## src/rtl/pipe_pkg.sv

```systemverilog
// rtl/pipe_pkg.sv - issue-class encodings and bubble helper for the issue scoreboard
package pipe_pkg;

  localparam logic [1:0] CLASS_ALU  = 2'd0;
  localparam logic [1:0] CLASS_LOAD = 2'd1;
  localparam logic [1:0] CLASS_MUL  = 2'd2;
  localparam logic [1:0] CLASS_RSVD = 2'd3;

  // Number of cycles a consumer must wait after the producer issues.
  // Reserved class behaves as ALU.
  function automatic int unsigned class_bubbles(input logic [1:0] cls,
                                                input int unsigned load_lat,
                                                input int unsigned mul_lat);
    case (cls)
      CLASS_LOAD: return load_lat - 1;
      CLASS_MUL:  return mul_lat - 1;
      default:    return 0;
    endcase
  endfunction

endpackage

```

## src/rtl/sb_counter.sv

```systemverilog
// rtl/sb_counter.sv - loadable saturating-at-zero down-counter with nonzero flag
module sb_counter #(
  parameter int W = 3
) (
  input  logic         clk,
  input  logic         reset,
  input  logic         load,
  input  logic [W-1:0] load_val,
  output logic         nz
);

  logic [W-1:0] cnt_q;
  logic [W-1:0] cnt_d;

  // Load wins over the decrement; an idle counter rests at zero.
  always_comb begin
    cnt_d = cnt_q;
    if (load) begin
      cnt_d = load_val;
    end else if (cnt_q != '0) begin
      cnt_d = cnt_q - 1'b1;
    end
  end

  // Counter state register.
  always_ff @(posedge clk or negedge reset) begin
    if (!reset) begin
      cnt_q <= '0;
    end else begin
      cnt_q <= cnt_d;
    end
  end

  assign nz = (cnt_q != '0);

endmodule

```

## src/rtl/pipe_scoreboard.sv

```systemverilog
// rtl/pipe_scoreboard.sv - per-register pending-write scoreboard issuing or stalling decode
module pipe_scoreboard
  import pipe_pkg::*;
#(
  parameter int NUM_REGS = 32,
  parameter int LOAD_LAT = 2,
  parameter int MUL_LAT  = 4,
  parameter int REG_AW   = $clog2(NUM_REGS),
  parameter int CNT_W    = $clog2((LOAD_LAT > MUL_LAT) ? LOAD_LAT : MUL_LAT) + 1
) (
  input  logic                clk,
  input  logic                reset,
  input  logic                issue_valid,
  input  logic [REG_AW-1:0]   issue_rs,
  input  logic [REG_AW-1:0]   issue_rt,
  input  logic                issue_uses_rs,
  input  logic                issue_uses_rt,
  input  logic                issue_wr_en,
  input  logic [REG_AW-1:0]   issue_rd,
  input  logic [1:0]          issue_class,
  input  logic                flush,
  output logic                stall,
  output logic                issue_fire,
  output logic [NUM_REGS-1:0] busy_mask,
  output logic [31:0]         stall_count
);

  if (LOAD_LAT < 1 || MUL_LAT < 1 || NUM_REGS < 2 ||
      (NUM_REGS & (NUM_REGS - 1)) != 0) begin : g_param_check
    $error("pipe_scoreboard: illegal LOAD_LAT/MUL_LAT/NUM_REGS");
  end

  logic [NUM_REGS-1:0] busy;
  logic                mul_busy;
  logic [CNT_W-1:0]    bubbles;
  logic                hazard;
  logic                rd_load;
  logic                mul_load;
  logic [31:0]         stall_count_q;
  logic [31:0]         stall_count_d;

  // Decode the issuing instruction's class into a wait count and detect hazards.
  always_comb begin
    bubbles = CNT_W'(class_bubbles(issue_class, LOAD_LAT, MUL_LAT));
    hazard  = issue_valid &
              ((issue_uses_rs & busy[issue_rs]) |
               (issue_uses_rt & busy[issue_rt]) |
               (issue_wr_en   & busy[issue_rd]) |
               ((issue_class == CLASS_MUL) & mul_busy));
  end

  assign stall      = hazard;
  assign issue_fire = issue_valid & ~hazard & ~flush;
  assign rd_load    = issue_fire & issue_wr_en & (issue_rd != '0) & (bubbles != '0);
  assign mul_load   = issue_fire & (issue_class == CLASS_MUL);

  // Register zero never has a pending write.
  assign busy[0] = 1'b0;

  for (genvar r = 1; r < NUM_REGS; r++) begin : g_reg_cnt
    sb_counter #(.W(CNT_W)) u_cnt (
      .clk      (clk),
      .reset    (reset),
      .load     (rd_load & (issue_rd == REG_AW'(r))),
      .load_val (bubbles),
      .nz       (busy[r])
    );
  end

  sb_counter #(.W(CNT_W)) u_mul_cnt (
    .clk      (clk),
    .reset    (reset),
    .load     (mul_load),
    .load_val (CNT_W'(MUL_LAT - 1)),
    .nz       (mul_busy)
  );

  // Count cycles lost to hazards; a flushed instruction is not a lost cycle.
  always_comb begin
    stall_count_d = stall_count_q;
    if (issue_valid && hazard && !flush && stall_count_q != 32'hFFFF_FFFF) begin
      stall_count_d = stall_count_q + 32'd1;
    end
  end

  // Stall counter register.
  always_ff @(posedge clk or negedge reset) begin
    if (!reset) begin
      stall_count_q <= '0;
    end else begin
      stall_count_q <= stall_count_d;
    end
  end

  assign busy_mask   = busy;
  assign stall_count = stall_count_q;

endmodule

```

## config.mk

```make
export PLATFORM = sky130hd
export DESIGN_NAME = pipe_scoreboard
export DESIGN_NICKNAME = d
export VERILOG_FILES = /design/src/rtl/pipe_pkg.sv /design/src/rtl/sb_counter.sv /design/src/rtl/pipe_scoreboard.sv
export SDC_FILE = /design/constraint.sdc
export NUM_CORES = 1
export LEC_CHECK = 0
export CORE_ASPECT_RATIO = 0.5
export CORE_MARGIN = 3
export CORE_UTILIZATION = 55
export DETAILED_ROUTE_END_ITERATION = 10
export PLACE_DENSITY_LB_ADDON = 0.1
export SLEW_MARGIN = 20
export SYNTH_ARGS = -nofsm -noshare
export SYNTH_HDL_FRONTEND = slang
export SYNTH_HIERARCHICAL = 1
export SYNTH_SLANG_ARGS = --single-unit
```

## constraint.sdc

```tcl
create_clock -name clk -period 8.1 [get_ports clk]
set_input_delay 2.025 -clock clk [delete_from_list [all_inputs] [get_ports clk]]
set_output_delay 2.025 -clock clk [all_outputs]
set_load 0.005 [all_outputs]
```

Word-level counts from Yosys, hierarchy flattened
Cells that the tools add are included.
{"block": "op_classes", "n_addsub": 33, "magnitude_cmp": 3, "eq_ne": 34, "muxes": 71, "bitwise": 47, "n_reduce_logical": 70}
{"operator": "3-bit 2-to-1 mux", "count": 64}
{"operator": "3-bit nonzero test", "count": 33}
{"operator": "3-bit by 1-bit subtractor with 3-bit output, second input constant", "count": 32}
{"operator": "5-bit equality test, second input constant", "count": 16}
{"operator": "2-bit nonzero test", "count": 32}
{"operator": "1-bit bitwise AND", "count": 42}
{"operator": "5-bit by 4-bit equality test with 1-bit output, second input constant", "count": 8}
{"operator": "32-bit by 1-bit adder with 32-bit output, second input constant", "count": 1}
{"operator": "32-bit != test, second input constant", "count": 1}
{"operator": "5-bit by 3-bit equality test with 1-bit output, second input constant", "count": 4}
{"operator": "5-bit by 6-bit < comparator with 1-bit output, second input constant", "count": 3}
{"operator": "1-bit binary-select mux with 5-bit select", "count": 3}
{"operator": "5-bit by 2-bit equality test with 1-bit output, second input constant", "count": 2}
{"operator": "5-bit by 1-bit equality test with 1-bit output, second input constant", "count": 1}
{"operator": "5-bit nonzero test", "count": 1}
{"operator": "2-bit one-hot mux with 2 select lines", "count": 1}
{"operator": "1-bit logical AND", "count": 3}
{"operator": "1-bit 2-to-1 mux", "count": 3}
{"operator": "1-bit bitwise OR", "count": 3}
{"operator": "2-bit by 1-bit equality test with 1-bit output, second input constant", "count": 1}
{"operator": "2-bit equality test, second input constant", "count": 1}
{"operator": "1-bit inverter", "count": 2}
{"operator": "1-bit logical NOT", "count": 1}
{"block": "totals", "regBits": 128, "inputBits": 24, "word_cells": 291}

Longest topological paths before layout
{"block": "depth", "depth_word": 16, "mapped_depth": 14, "ltp_nobuf": 13}

By module
The synthesis kept the hierarchy.
{"mod": "sb_counter", "instances": 32, "cells_per_inst": 20, "area_each_um2": 196.4}
{"mod": "pipe_scoreboard", "instances": 1, "cells_per_inst": 303, "area_each_um2": 2741.4}

Worst setup path after synthesis
Ideal clock, no wire load.
{"block": "synth_timing", "path_type": "in2out", "start": "input issue_rt[1]", "end": "output stall", "arrival_ps": 3577, "t_required_ps": 6075, "path_slack_ps": 2498, "cell_stages": 6, "path_buffers": 1, "path_cell_list": "clkbuf_1 > mux4_2 > o2111a_1 > o41ai_2 > nand4_2 > and2_1"}
{"block": "synth_between", "elab_chain_len": 7}
{"element": "from (decl)", "line_no": "pipe_scoreboard.sv:15", "text": "input logic [REG_AW-1:0] issue_rt,"}
{"element": "1-bit binary-select mux with 5-bit select", "line_no": "pipe_scoreboard.sv:47", "text": "(issue_uses_rt & busy[issue_rt]) |"}
{"element": "1-bit 2-to-1 mux (not written as such)", "line_no": "pipe_scoreboard.sv:47"}
{"element": "1-bit bitwise AND", "line_no": "pipe_scoreboard.sv:47"}
{"element": "1-bit bitwise OR", "line_no": "pipe_scoreboard.sv:46", "text": "((issue_uses_rs & busy[issue_rs]) |"}
{"element": "1-bit bitwise OR", "line_no": "pipe_scoreboard.sv:47"}
{"element": "1-bit bitwise OR", "line_no": "pipe_scoreboard.sv:48", "text": "(issue_wr_en & busy[issue_rd]) |"}
{"element": "1-bit bitwise AND", "line_no": "pipe_scoreboard.sv:45", "text": "hazard = issue_valid &"}
{"element": "to (decl)", "line_no": "pipe_scoreboard.sv:22", "text": "output logic stall,"}
Every way passes these cells. The select of a mux whose other input is x is not followed.

Final worst setup path
{"block": "layout_timing", "start": "input issue_rt[0]", "end": "output issue_fire"}
{"block": "layout_between", "elab_chain_len": 10}
{"element": "1-bit binary-select mux with 5-bit select", "line_no": "pipe_scoreboard.sv:47"}
{"element": "1-bit 2-to-1 mux (not written as such)", "line_no": "pipe_scoreboard.sv:47"}
{"element": "1-bit bitwise AND", "line_no": "pipe_scoreboard.sv:47"}
{"element": "1-bit bitwise OR", "line_no": "pipe_scoreboard.sv:46"}
{"element": "1-bit bitwise OR", "line_no": "pipe_scoreboard.sv:47"}
{"element": "1-bit bitwise OR", "line_no": "pipe_scoreboard.sv:48"}
{"element": "1-bit bitwise AND", "line_no": "pipe_scoreboard.sv:45"}
{"element": "1-bit inverter", "line_no": "pipe_scoreboard.sv:53", "text": "assign issue_fire = issue_valid & ~hazard & ~flush;"}
{"element": "1-bit bitwise AND (2 in series)", "line_no": "pipe_scoreboard.sv:53"}
{"element": "to (decl)", "line_no": "pipe_scoreboard.sv:23", "text": "output logic issue_fire,"}
Every way passes these cells. The select of a mux whose other input is x is not followed.

==> out/results.tsv <==
metric	value	unit
clkLatencyLatePin	0.42	ns
required	6.08	ns
htree_levels	4	
drive_above_1_share	6.279	%
routabilityCongestion	0.8458	
ys_types	50	
hold_ws	0.4962	ns
outcome	completed	
leakagePower	0.004634	µW
syn_inst	943	
dieArea	18080	µm²
critPathKind	in2out	
tns	0	ns
skew	0.01116	ns
synth-seq-area-share	35.48	%
endpoint_kind	primary output	
clock_sinks	128	
ys.flop_type	dfrtp_1	
dp_cells	1272	
synth_top_area_share	35.48	%
ir_drop	0.1669	mV
drv_cap	0	
finalNonFillerCells	1304	
cts_tree	done	
totalWireLength	22.48	mm
core	15740	µm²
start_util	57.37	%
setup_ws	0.9419	ns
critPathMaxFanout	12	
post_cts_buffers	0	
antenna_found_initial	0	
async_reset_ff_share	100.0	%
yosys_warnings	6	
grt_pass1_wl	36.71	mm
max_clock_freq	139.7	MHz
finalHoldViolCount	0	
ctsResizeCount	0	
ios	90	
arrival	5.13	ns
cts.clk_slew.worst_paths	0.06	ns
wl_per_cell	17.24	µm
hpwlAfterDp	15.88	mm
fin_crit	7.158	ns
syn_area	9027	µm²
synth_area_per_cell	9.573	µm²
grt.total_usage	25.46	%
drc	0	
cp-start-kind	input port	
worstMarginPinSlew	0.8636	ns
ant_nets	0	
ys_ff_latch	128	
layout_common_cells	inv_1 (135), dfrtp_1 (128), nor2b_1 (106), clkdlybuf4s50_1 (87), nand2b_1 (69)	
diodes	0	
report.final.slew_viol_count	0	
synth_edf_count	0	
layout-area-overhead-vs-synth	20.22	%
first_pass_iters	5	
slew_headroom	42.43	%
grt_overflow_total	0	
hold_path.class	reg2reg	
hold_buffers	0	
synth_largest_area_cell	dfrtp_1	
ctsRootBufferMaster	clkbuf_16	
ctsLongestPathBuffers	2	
powerDensity	320.4	nW/µm²
period_share	88.37	%
io_buffers	88	
nets	1160	
cts_made_buffers	17	
pre_cts_ws	1.008	ns
vias_per_cell	5.788	
num_rows	32	
die_x	187.2	µm
rsz0062_at_grt	no	
n_fill_cell	1231	
synth_area_leaders	dfrtp_1 (35%), ha_1 (9.1%), nor2b_1 (7.3%)	
die_h	96.59	µm
grt_max_degree	68	
drt_iter0_markers	507	
setup-violations-final	0	
grt_pass1_vias	7400	
via_count	7548	
layout_commonest_cell	inv_1	
[stage by stage]
stage                     total power [µW]  util, %  area [µm²]
after floorplan                       2153        -        9151
after global placement                2574    65.03       10230
after detailed placement              2658    65.03       10230
after CTS                             3493    68.97       10850
after global routing                  3757    68.97       10850
final                                 3478    68.97       10850
[worst paths after layout]
| kind | endpoint | cells after the start | slack, ns | from |
|---|---|---|---|---|
| worst max register to register | g_reg_cnt[22].u_cnt/cnt_q[0] | 12 | 4.03 | g_reg_cnt[18].u_cnt/cnt_q[0] |
| max in group asynchronous | stall_count[8] | 2 | 5.02 | reset |
| worst min register to register | stall_count[13] | 1 | 0.50 | stall_count[13] |
| worst max-delay path | issue_fire | 7 | 0.94 | issue_rt[0] |
| worst min-delay path | stall_count[13] | 1 | 0.50 | stall_count[13] |
| min in group asynchronous | g_reg_cnt[3].u_cnt/cnt_q[2] | 1 | 1.70 | reset |
[report_power, final]
part	leakage [µW]	internal, µW	switching [µW]	total [µW]
logic	0.00277	806	736	1540
registers	0.00157	915	212	1130
clock network	0.000295	498	310	808
[cell type report]
cell class                      instances  area [µm²]  share of cell area (%)
Timing Repair Buffer                   92       908.4                   8.370
Multi-Input combinational cell        696        5338                   49.18
Clock inverter                         14       181.4                   1.672
Clock buffer                           18       439.2                   4.047
Inverter                              135       506.7                   4.669
Tap cell                              221       276.5                   2.548
Sequential cell                       128        3203                   29.51
[registers in the layout, indices dropped and copies added, names as in the netlist]
signal                 flops
g_reg_cnt.u_cnt/cnt_q     93
stall_count               32
u_mul_cnt/cnt_q            3
[routing by layer]
layer  global-route usage (%)  vias up  part of all wire (%)
li1                         -     3599                     -
met1                    33.79     3719                    46
met2                    42.67      199                    46
met3                    5.405       31                   5.9
met4                    7.668        0                   1.5
met5                        0        -                     0
[cells in the mapped netlist, types with 2 or more instances]
master and n:
a221oi_1 34, a22oi_1 2, a311oi_1 33, a31oi_1 33, and2_1 6, and3_1 8, and4_1 5, buf_2 8
buf_4 2, buf_6 3, clkbuf_1 4, conb_1 2, dfrtp_1 128, ha_1 66, inv_1 135, mux2_2 12
mux2_4 2, mux2i_1 14, mux4_2 9, nand2_1 25, nand2b_1 69, nand3_1 20, nand3b_1 2, nand4_1 13
nor2_1 42, nor2b_1 106, nor3_1 6, nor4_1 3, nor4b_1 65, o22ai_1 4, o311a_1 2, o41ai_2 2
or3b_1 32, xnor2_1 27, xor2_1 4
[worst max-delay path, cell delays in order]
cell and delay (ns):
clkdlybuf4s50_1 0.74, mux4_2 0.56, o2111a_1 0.27, o41ai_2 0.40, nand4_2 0.32, nor2_1 0.26
clkdlybuf4s50_1 0.54
[logic make-up after synthesis]
group | count (synthesis) | synth area share [%]
AO/OA/AOI/OAI | 119 | 10.76
XOR/XNOR | 31 | 3.008
adder cells (fa/ha/maj) | 66 | 9.148
buffers and inverters | 152 | 6.764
flip-flops | 128 | 35.48
multiplexers | 38 | 5.752
other | 2 | 0.08319
AND/OR/NAND/NOR | 407 | 29.01
(Power assumes the default switching activity.)
